`src/rtl/block_ram_stream_writer_pkg.sv`:
```
// Shared definitions for the block RAM stream writer and its companion RAM.
package block_ram_stream_writer_pkg;

   localparam int unsigned BLOCK_LENGTH_DEF = 32;
   localparam int unsigned ADDR_BITS_DEF    = 10;
   localparam int unsigned MEM_DEPTH_DEF    = 1024;

   typedef enum logic [1:0] {
      ST_IDLE = 2'd0,
      ST_FILL = 2'd1,
      ST_DONE = 2'd2
   } wr_state_t;

endpackage

```
`src/rtl/block_ram_stream_writer_ram_write_addr_gen.sv`:
```
// Loadable wrapping write-address counter plus remaining-word down-counter.
module ram_write_addr_gen
   import block_ram_stream_writer_pkg::*;
#(
   parameter int unsigned addressBitWidth = ADDR_BITS_DEF,
   parameter int unsigned memDepth        = MEM_DEPTH_DEF
) (
   input  logic                       clock,
   input  logic                       resetN,
   input  logic                       load_i,
   input  logic                       step_i,
   input  logic [addressBitWidth-1:0] base_i,
   input  logic [addressBitWidth:0]   length_i,
   output logic [addressBitWidth-1:0] address_o,
   output logic                       last_c
);

   localparam int unsigned AW = addressBitWidth;

   logic [AW-1:0] address_q, address_d;
   logic [AW:0]   remaining_q, remaining_d;

   // Next address/count: load wins over step; address wraps at memDepth-1.
   always_comb begin
      address_d   = address_q;
      remaining_d = remaining_q;
      if (load_i) begin
         address_d   = base_i;
         remaining_d = length_i;
      end else if (step_i) begin
         address_d   = (address_q == AW'(memDepth - 1)) ? '0 : address_q + AW'(1);
         remaining_d = remaining_q - (AW+1)'(1);
      end
   end

   // Counter registers with synchronous active-low reset.
   always_ff @(posedge clock) begin
      if (!resetN) begin
         address_q   <= '0;
         remaining_q <= '0;
      end else begin
         address_q   <= address_d;
         remaining_q <= remaining_d;
      end
   end

   assign address_o = address_q;
   assign last_c    = (remaining_q == (AW+1)'(1));

endmodule

```
`src/rtl/block_ram_stream_writer.sv`:
```
// Stream-to-RAM fill engine: writes a programmed number of valid/ready beats
// into consecutive (wrapping) RAM addresses starting at a programmed base.
// Optional macro BLOCK_RAM_STREAM_WRITER_CHECKSUM_EN adds a running XOR checksum output.
module block_ram_stream_writer
   import block_ram_stream_writer_pkg::*;
#(
   parameter int unsigned blockLength     = BLOCK_LENGTH_DEF,
   parameter int unsigned memDepth        = MEM_DEPTH_DEF,
   parameter int unsigned addressBitWidth = ADDR_BITS_DEF
) (
   input  logic                       clock,
   input  logic                       resetN,
   input  logic                       start,
   input  logic                       abort,
   input  logic [addressBitWidth-1:0] baseAddress,
   input  logic [addressBitWidth:0]   length,
   input  logic [blockLength-1:0]     dataIn,
   input  logic                       dataInValid,
   output logic                       dataInReady,
   output logic                       writeEnable,
   output logic [addressBitWidth-1:0] writeAddress,
   output logic [blockLength-1:0]     writeData,
   output logic                       busy,
   output logic                       done
`ifdef BLOCK_RAM_STREAM_WRITER_CHECKSUM_EN
   ,
   output logic [blockLength-1:0]     checksum
`endif
);

   wr_state_t                  state_q;
   logic                       we_q;
   logic [addressBitWidth-1:0] addr_q;
   logic [blockLength-1:0]     data_q;
   logic                       done_q;

   logic                       accept_c;
   logic                       start_ok_c;
   logic                       load_c;
   logic [addressBitWidth-1:0] gen_addr;
   logic                       gen_last_c;

   assign dataInReady = (state_q == ST_FILL) && !abort;
   assign accept_c    = dataInReady && dataInValid;
   assign start_ok_c  = (state_q == ST_IDLE) && start;
   assign load_c      = start_ok_c && (length != '0);

   ram_write_addr_gen #(
      .addressBitWidth (addressBitWidth),
      .memDepth        (memDepth)
   ) u_addr_gen (
      .clock     (clock),
      .resetN    (resetN),
      .load_i    (load_c),
      .step_i    (accept_c),
      .base_i    (baseAddress),
      .length_i  (length),
      .address_o (gen_addr),
      .last_c    (gen_last_c)
   );

   // Control FSM and registered RAM write port.
   always_ff @(posedge clock) begin
      if (!resetN) begin
         state_q <= ST_IDLE;
         we_q    <= 1'b0;
         addr_q  <= '0;
         data_q  <= '0;
         done_q  <= 1'b0;
      end else begin
         we_q   <= 1'b0;
         done_q <= 1'b0;
         case (state_q)
            ST_IDLE: begin
               if (start) begin
                  if (length == '0) begin
                     state_q <= ST_DONE;
                     done_q  <= 1'b1;
                  end else begin
                     state_q <= ST_FILL;
                  end
               end
            end
            ST_FILL: begin
               if (abort) begin
                  state_q <= ST_IDLE;
               end else if (accept_c) begin
                  we_q   <= 1'b1;
                  addr_q <= gen_addr;
                  data_q <= dataIn;
                  if (gen_last_c) begin
                     state_q <= ST_DONE;
                     done_q  <= 1'b1;
                  end
               end
            end
            ST_DONE: state_q <= ST_IDLE;
            default: state_q <= ST_IDLE;
         endcase
      end
   end

`ifdef BLOCK_RAM_STREAM_WRITER_CHECKSUM_EN
   logic [blockLength-1:0] checksum_q;

   // Running XOR of accepted words; restarts on every accepted start.
   always_ff @(posedge clock) begin
      if (!resetN) begin
         checksum_q <= '0;
      end else if (start_ok_c) begin
         checksum_q <= '0;
      end else if (accept_c) begin
         checksum_q <= checksum_q ^ dataIn;
      end
   end

   assign checksum = checksum_q;
`endif

   assign writeEnable  = we_q;
   assign writeAddress = addr_q;
   assign writeData    = data_q;
   assign done         = done_q;
   assign busy         = (state_q != ST_IDLE);

endmodule

```
`config.mk`:
```
export PLATFORM = sky130hd
export DESIGN_NAME = block_ram_stream_writer
export DESIGN_NICKNAME = d
export VERILOG_FILES = /design/src/rtl/block_ram_stream_writer_pkg.sv /design/src/rtl/block_ram_stream_writer_ram_write_addr_gen.sv /design/src/rtl/block_ram_stream_writer.sv
export SDC_FILE = /design/constraint.sdc
export NUM_CORES = 1
export LEC_CHECK = 0
export CAP_MARGIN = 25
export CORE_UTILIZATION = 44
export DETAILED_ROUTE_END_ITERATION = 8
export PLACE_DENSITY = 0.79
export SLEW_MARGIN = 10
export SYNTH_ARGS = -nofsm -noshare
export SYNTH_HDL_FRONTEND = slang
export SYNTH_SLANG_ARGS = --single-unit
```
`constraint.sdc`:
```
create_clock -name clock -period 2.5 [get_ports clock]
set_input_delay 0.375 -clock clock [delete_from_list [all_inputs] [get_ports clock]]
set_output_delay 0.375 -clock clock [all_outputs]
set_load 0.03 [all_outputs]
```
After elaboration in Yosys (flattened, before gate mapping)
Index checks and enable logic that the tools add are counted.

word-level totals
  register bits = 67
  logic and storage cells = 49
  input port bits = 58
  output and inout port bits = 46

operators by class
  reductions and logical operators = 13
  bitwise operators = 3
  add/subtract/negate cells = 2
  muxes and demuxes = 18
  equality and inequality tests = 6

operators with widths
  cell                     number
  $mux W10                 3
  $mux W11                 2
  $eq A11 B1 Y1 const B    1
  $logic_not A11 Y1        1
  $reduce_bool A11 Y1      1
  $sub A11 B1 Y11 const B  1
  $add A10 B1 Y10 const B  1
  $eq A10 B10 Y1 const B   1
  $mux W2                  5
  $mux W1                  6
  $ne A3 B3 Y1 const B     2
  $reduce_and A3 Y1        2
  $logic_and A1 B1 Y1      4
  $pmux W2 S2              1
  $reduce_bool A2 Y1       2
  $not A1 Y1               3
  $reduce_or A3 Y1         1
  $eq A2 B1 Y1 const B     1
  $logic_not A2 Y1         1
  $ne A2 B2 Y1 const B     1
  $pmux W1 S2              1
  $logic_not A1 Y1         1

Longest topological paths before layout
  depth after elaboration = 6
  gate-level depth with buffers = 6

Hierarchy
From an unflattened synthesis, not the netlist that was laid out.

unflattened totals
  cell total of the unflattened synthesis = 344
  area, all modules = 2986.6 um^2

modules (own cells, without submodules)
  module                   area an instance (um^2)  cells each  times used
  block_ram_stream_writer  1830.5                   205         1
  ram_write_addr_gen       1156.1                   139         1

Worst setup path before layout
Ideal clock, no wire load.

  path kind = reg2reg
  start point = register u_addr_gen.remaining_q[4]
  end point = register done_q, in the netlist done
  stages on the path, launching flop included = 5
  arrival = 1.936 ns
  setup slack = 0.472 ns
  setup time = 0.092 ns
  path through = dfxtp_1 > or4_4 > or4b_4 > o31a_1 > nor4_1

on the way
  cells in the longest elaborated chain, start to end = 5

ends and longest elaborated chain
  item                      line                                              source
  start: declaration        block_ram_stream_writer_ram_write_addr_gen.sv:21  logic [AW:0] remaining_q, remaining_d;
  start signal: assignment  block_ram_stream_writer_ram_write_addr_gen.sv:43  remaining_q <= remaining_d;
  $eq A11 B1 Y1             block_ram_stream_writer_ram_write_addr_gen.sv:48  assign last_c = (remaining_q == (AW+1)'(1));
  $mux W1                   block_ram_stream_writer.sv:91                     if (gen_last_c) begin
  $mux W1                   block_ram_stream_writer.sv:87                     end else if (accept_c) begin
  $mux W1                   block_ram_stream_writer.sv:85                     if (abort) begin
  $pmux W1 S2               block_ram_stream_writer.sv:73                     case (state_q)
  end signal: assignment    block_ram_stream_writer.sv:72                     done_q <= 1'b0;
  end signal: assignment    block_ram_stream_writer.sv:78                     done_q <= 1'b1;
  end signal: assignment    block_ram_stream_writer.sv:93                     done_q <= 1'b1;
  end: declaration          block_ram_stream_writer.sv:35                     logic done_q;

Every way passes these cells.
A chain may end at the register's enable or synchronous reset.

Worst setup path after layout
  start point = input abort
  end point = output dataInReady

on the way
  cells in the longest elaborated chain, start to end = 2

ends and longest elaborated chain
  item                 line                           source
  start: declaration   block_ram_stream_writer.sv:14  input logic abort,
  $logic_not A1 Y1     block_ram_stream_writer.sv:43  assign dataInReady = (state_q == ST_FILL) && !abort;
  $logic_and A1 B1 Y1  block_ram_stream_writer.sv:43
  end: declaration     block_ram_stream_writer.sv:19  output logic dataInReady,

Every way passes these cells.

==> impl_metrics.py <==
metrics = {
    "outcome": {
        "status": "finished, final reports clean",
    },
    "synth": {
        "synthCells": 364,
        "synth_edf_count": 0,
        "synth.distinct_cells": 42,
        "yosys_warnings": 0,
        "async_reset_ff_share_pct": 0,
        "ys_seq_elements": 67,
        "synthFlopType": "dfxtp_1",
        "ys_seq_area_share_pct": 46.8,
        "synth_nets": 425,
        "synthesis.area_um2": 2870,
        "avgSynthCellArea_um2": 7.87,
    },
    "place": {
        "dp_slack_ns": 0.157,
        "io_buffers": 103,
        "place_inst": 537,
        "hpwl_mm": 5.44,
        "routabilityCongestion": 0.843,
    },
    "die": {
        "fp.dieH_um": 82.7,
        "core_um2": 6310,
        "die_area_um2": 6840,
        "fp.dieW_um": 82.7,
        "initial_core_util_pct": 45.4,
        "io_pins": 104,
        "row_count": 29,
    },
    "timing": {
        "slew_violations": 0,
        "setup_viol": 0,
        "slew-limit-headroom_pct": 66.3,
        "skew_ns": 0.00560,
        "final.min_clock_period_ns": 2.37,
        "worstMarginPinSlew_ns": 0.502,
        "grt_setup_unrepaired": "false",
        "min_period_over_period_pct": 94.9,
        "hold_viol": 0,
        "max_freq_ghz": 0.422,
        "worst_slack_ns": 0.128,
        "fin_tns_setup_ns": 0,
    },
    "route": {
        "ant_nets": 0,
        "vias": 2987,
        "viasPerCell": 5.40,
        "postRouteWirelength_mm": 7.79,
        "wire_per_inst_um": 14.1,
        "drc_errors": 0,
        "drt_iter0_drc": 233,
        "firstDrtPassIters": 5,
    },
    "setup_path": {
        "crit_start": "abort",
        "arrival_ns": 2.00,
        "r2r-start": "u_addr_gen.remaining_q[4]",
        "critPathLaunchType": "input port",
        "endpoint_kind": "output port",
        "path_class": "in2out",
        "cp.required_ns": 2.12,
        "cp_max_fo": 3,
    },
    "job": {
        "maxCapViolations": 0,
    },
    "layout": {
        "syn2layout_area_growth_pct": 50.8,
        "layout-drive-gt1-share_pct": 8.82,
        "n_antenna_cell": 0,
        "fin_nets": 532,
        "fillers": 573,
        "stdcell_count": 553,
    },
    "clock_tree": {
        "postCtsSetupBuffers": 0,
        "ctsResizeCount": 0,
        "clk_pin_slew_ns": 0.07,
        "cts_tree": "yes",
        "clockBufferDepth": 2,
        "cts_hold_buf": 0,
        "numCtsBuffers": 9,
        "clock-sinks": 67,
        "insertion_delay_ns": 0.34,
        "cts_max_level": 3,
        "cts-root-buf": "clkbuf_8",
    },
    "power": {
        "powerDensity_nw_per_um2": 598,
        "peakVddDrop_uv": 390,
        "leakagePower_nw": 1.50,
    },
    "global_routing": {
        "grt_pass1_vias": 2665,
        "grt_pass1_wl_mm": 12.2,
        "grt_max_degree": 38,
        "overflow": 0,
        "grt_usage_pct": 23.5,
        "antenna_found_initial": 0,
    },
    "worst_hold_path": {
        "min_from": "writeData[11]",
        "hold_path_class": "reg2reg",
    },
}
[logic make-up (layout without fill, tap and decap cells)]
group | count (synthesis) | count (layout) | share of synthesized area (%)
simple gates | 153 | 153 | 24.1
buf+inv | 31 | 143 | 4.06
xor+xnor | 6 | 6 | 1.83
compound gates | 104 | 104 | 21.9
fa+ha+maj | 3 | 3 | 1.31
flops | 67 | 67 | 46.8
[layout by cell type, fill, tap and decap left out, types with 5 or more instances in the layout]
| master | synthesis | final |
|---|---|---|
| nor3_1 | 5 | 5 |
| nor2_1 | 11 | 11 |
| o21ai_0 | 7 | 7 |
| nor4_1 | 7 | 7 |
| a21oi_1 | 60 | 60 |
| a31oi_1 | 6 | 6 |
| clkbuf_8 | 0 | 11 |
| nand2_1 | 99 | 99 |
| nand3_1 | 12 | 12 |
| dfxtp_1 | 67 | 67 |
| clkdlybuf4s50_1 | 0 | 103 |
| inv_1 | 6 | 6 |
| buf_4 | 0 | 15 |
| a32oi_1 | 7 | 7 |
[area by class of cell]
class                   count  area [um^2]  share of cell area [%]
clock inverters             5         83.8                    1.94
repair buffers            120         1180                    27.4
multi-input cells         266         1440                    33.3
clock buffers              11          151                    3.50
flip-flops and latches     67         1340                    31.0
well taps                  77         96.3                    2.23
inverters                   7         26.3                   0.608
[final timing paths]
kind | end | slack (ns) | cells after the start
setup / recovery | dataInReady | 0.13 | 3
hold / removal | writeData[11] | 0.45 | 2
setup reg to reg | done | 0.26 | 4
hold reg to reg | writeData[11] | 0.45 | 2
[metrics by stage]
step	hold WS, ns	instance area (um^2)	utilization [%]	total power [mW]
after global routing	0.471	4320	68.5	2.69
after floorplan	0.463	2870	-	1.36
after CTS	0.455	4320	68.5	2.60
final	0.454	4320	68.5	2.59
after global placement	0.441	4090	64.7	1.55
after detailed placement	0.446	4090	64.7	1.56
[sequential cells by signal (all words and copies together) (netlist names)]
register,flops
u_addr_gen.address_o,10
writeAddress,10
writeEnable,1
writeData,32
state_q,2
u_addr_gen.remaining_q,11
done,1
[routing by layer]
layer / share of wire (%) / wire length, um / up-vias / GRT usage (%)
li1: - / - / 1503 / -
met1: 45 / 3510 / 1371 / 30.8
met2: 48 / 3710 / 93 / 36.4
met3: 4.8 / 372 / 20 / 4.73
met4: 2.5 / 191 / 0 / 12.1
met5: 0 / 0 / - / 0
[Yosys cell counts (2+ instances only)]
| cell type | number | area, um^2 |
|---|---|---|
| a32oi_1 | 7 | 61.3 |
| ha_1 | 3 | 37.5 |
| clkbuf_1 | 20 | 75.1 |
| a211oi_1 | 4 | 30.0 |
| o22ai_1 | 3 | 18.8 |
| a22oi_1 | 3 | 22.5 |
| o21a_1 | 2 | 15.0 |
| xnor2_1 | 3 | 26.3 |
| o211ai_1 | 2 | 15.0 |
| nor4_1 | 7 | 43.8 |
| o21ai_0 | 7 | 35.0 |
| inv_1 | 6 | 22.5 |
| nand2_1 | 99 | 372 |
| or3_1 | 2 | 12.5 |
| nand4_1 | 3 | 18.8 |
| nor2_1 | 11 | 41.3 |
| dfxtp_1 | 67 | 1340 |
| buf_1 | 4 | 15.0 |
| nand3_1 | 12 | 60.1 |
| xor2_1 | 3 | 26.3 |
| nor3_1 | 5 | 25.0 |
| and3_1 | 4 | 25.0 |
| nor3b_1 | 2 | 15.0 |
| a21oi_1 | 60 | 300 |
| a31oi_1 | 6 | 37.5 |
| o31a_1 | 3 | 26.3 |
[worst max-delay path: stages]
cell and delay (ns):
clkdlybuf4s50_1 0.49, nor3b_1 0.38, clkdlybuf4s50_1 0.75
[where the power goes]
part	switching [mW]	total, mW	internal [mW]	leakage, nW
Combinational	0.181	0.384	0.203	0.845
Clock	0.429	1.05	0.619	0.112
Sequential	0.0453	1.15	1.11	0.545
No activity file was read; power rests on OpenSTA's default activity.
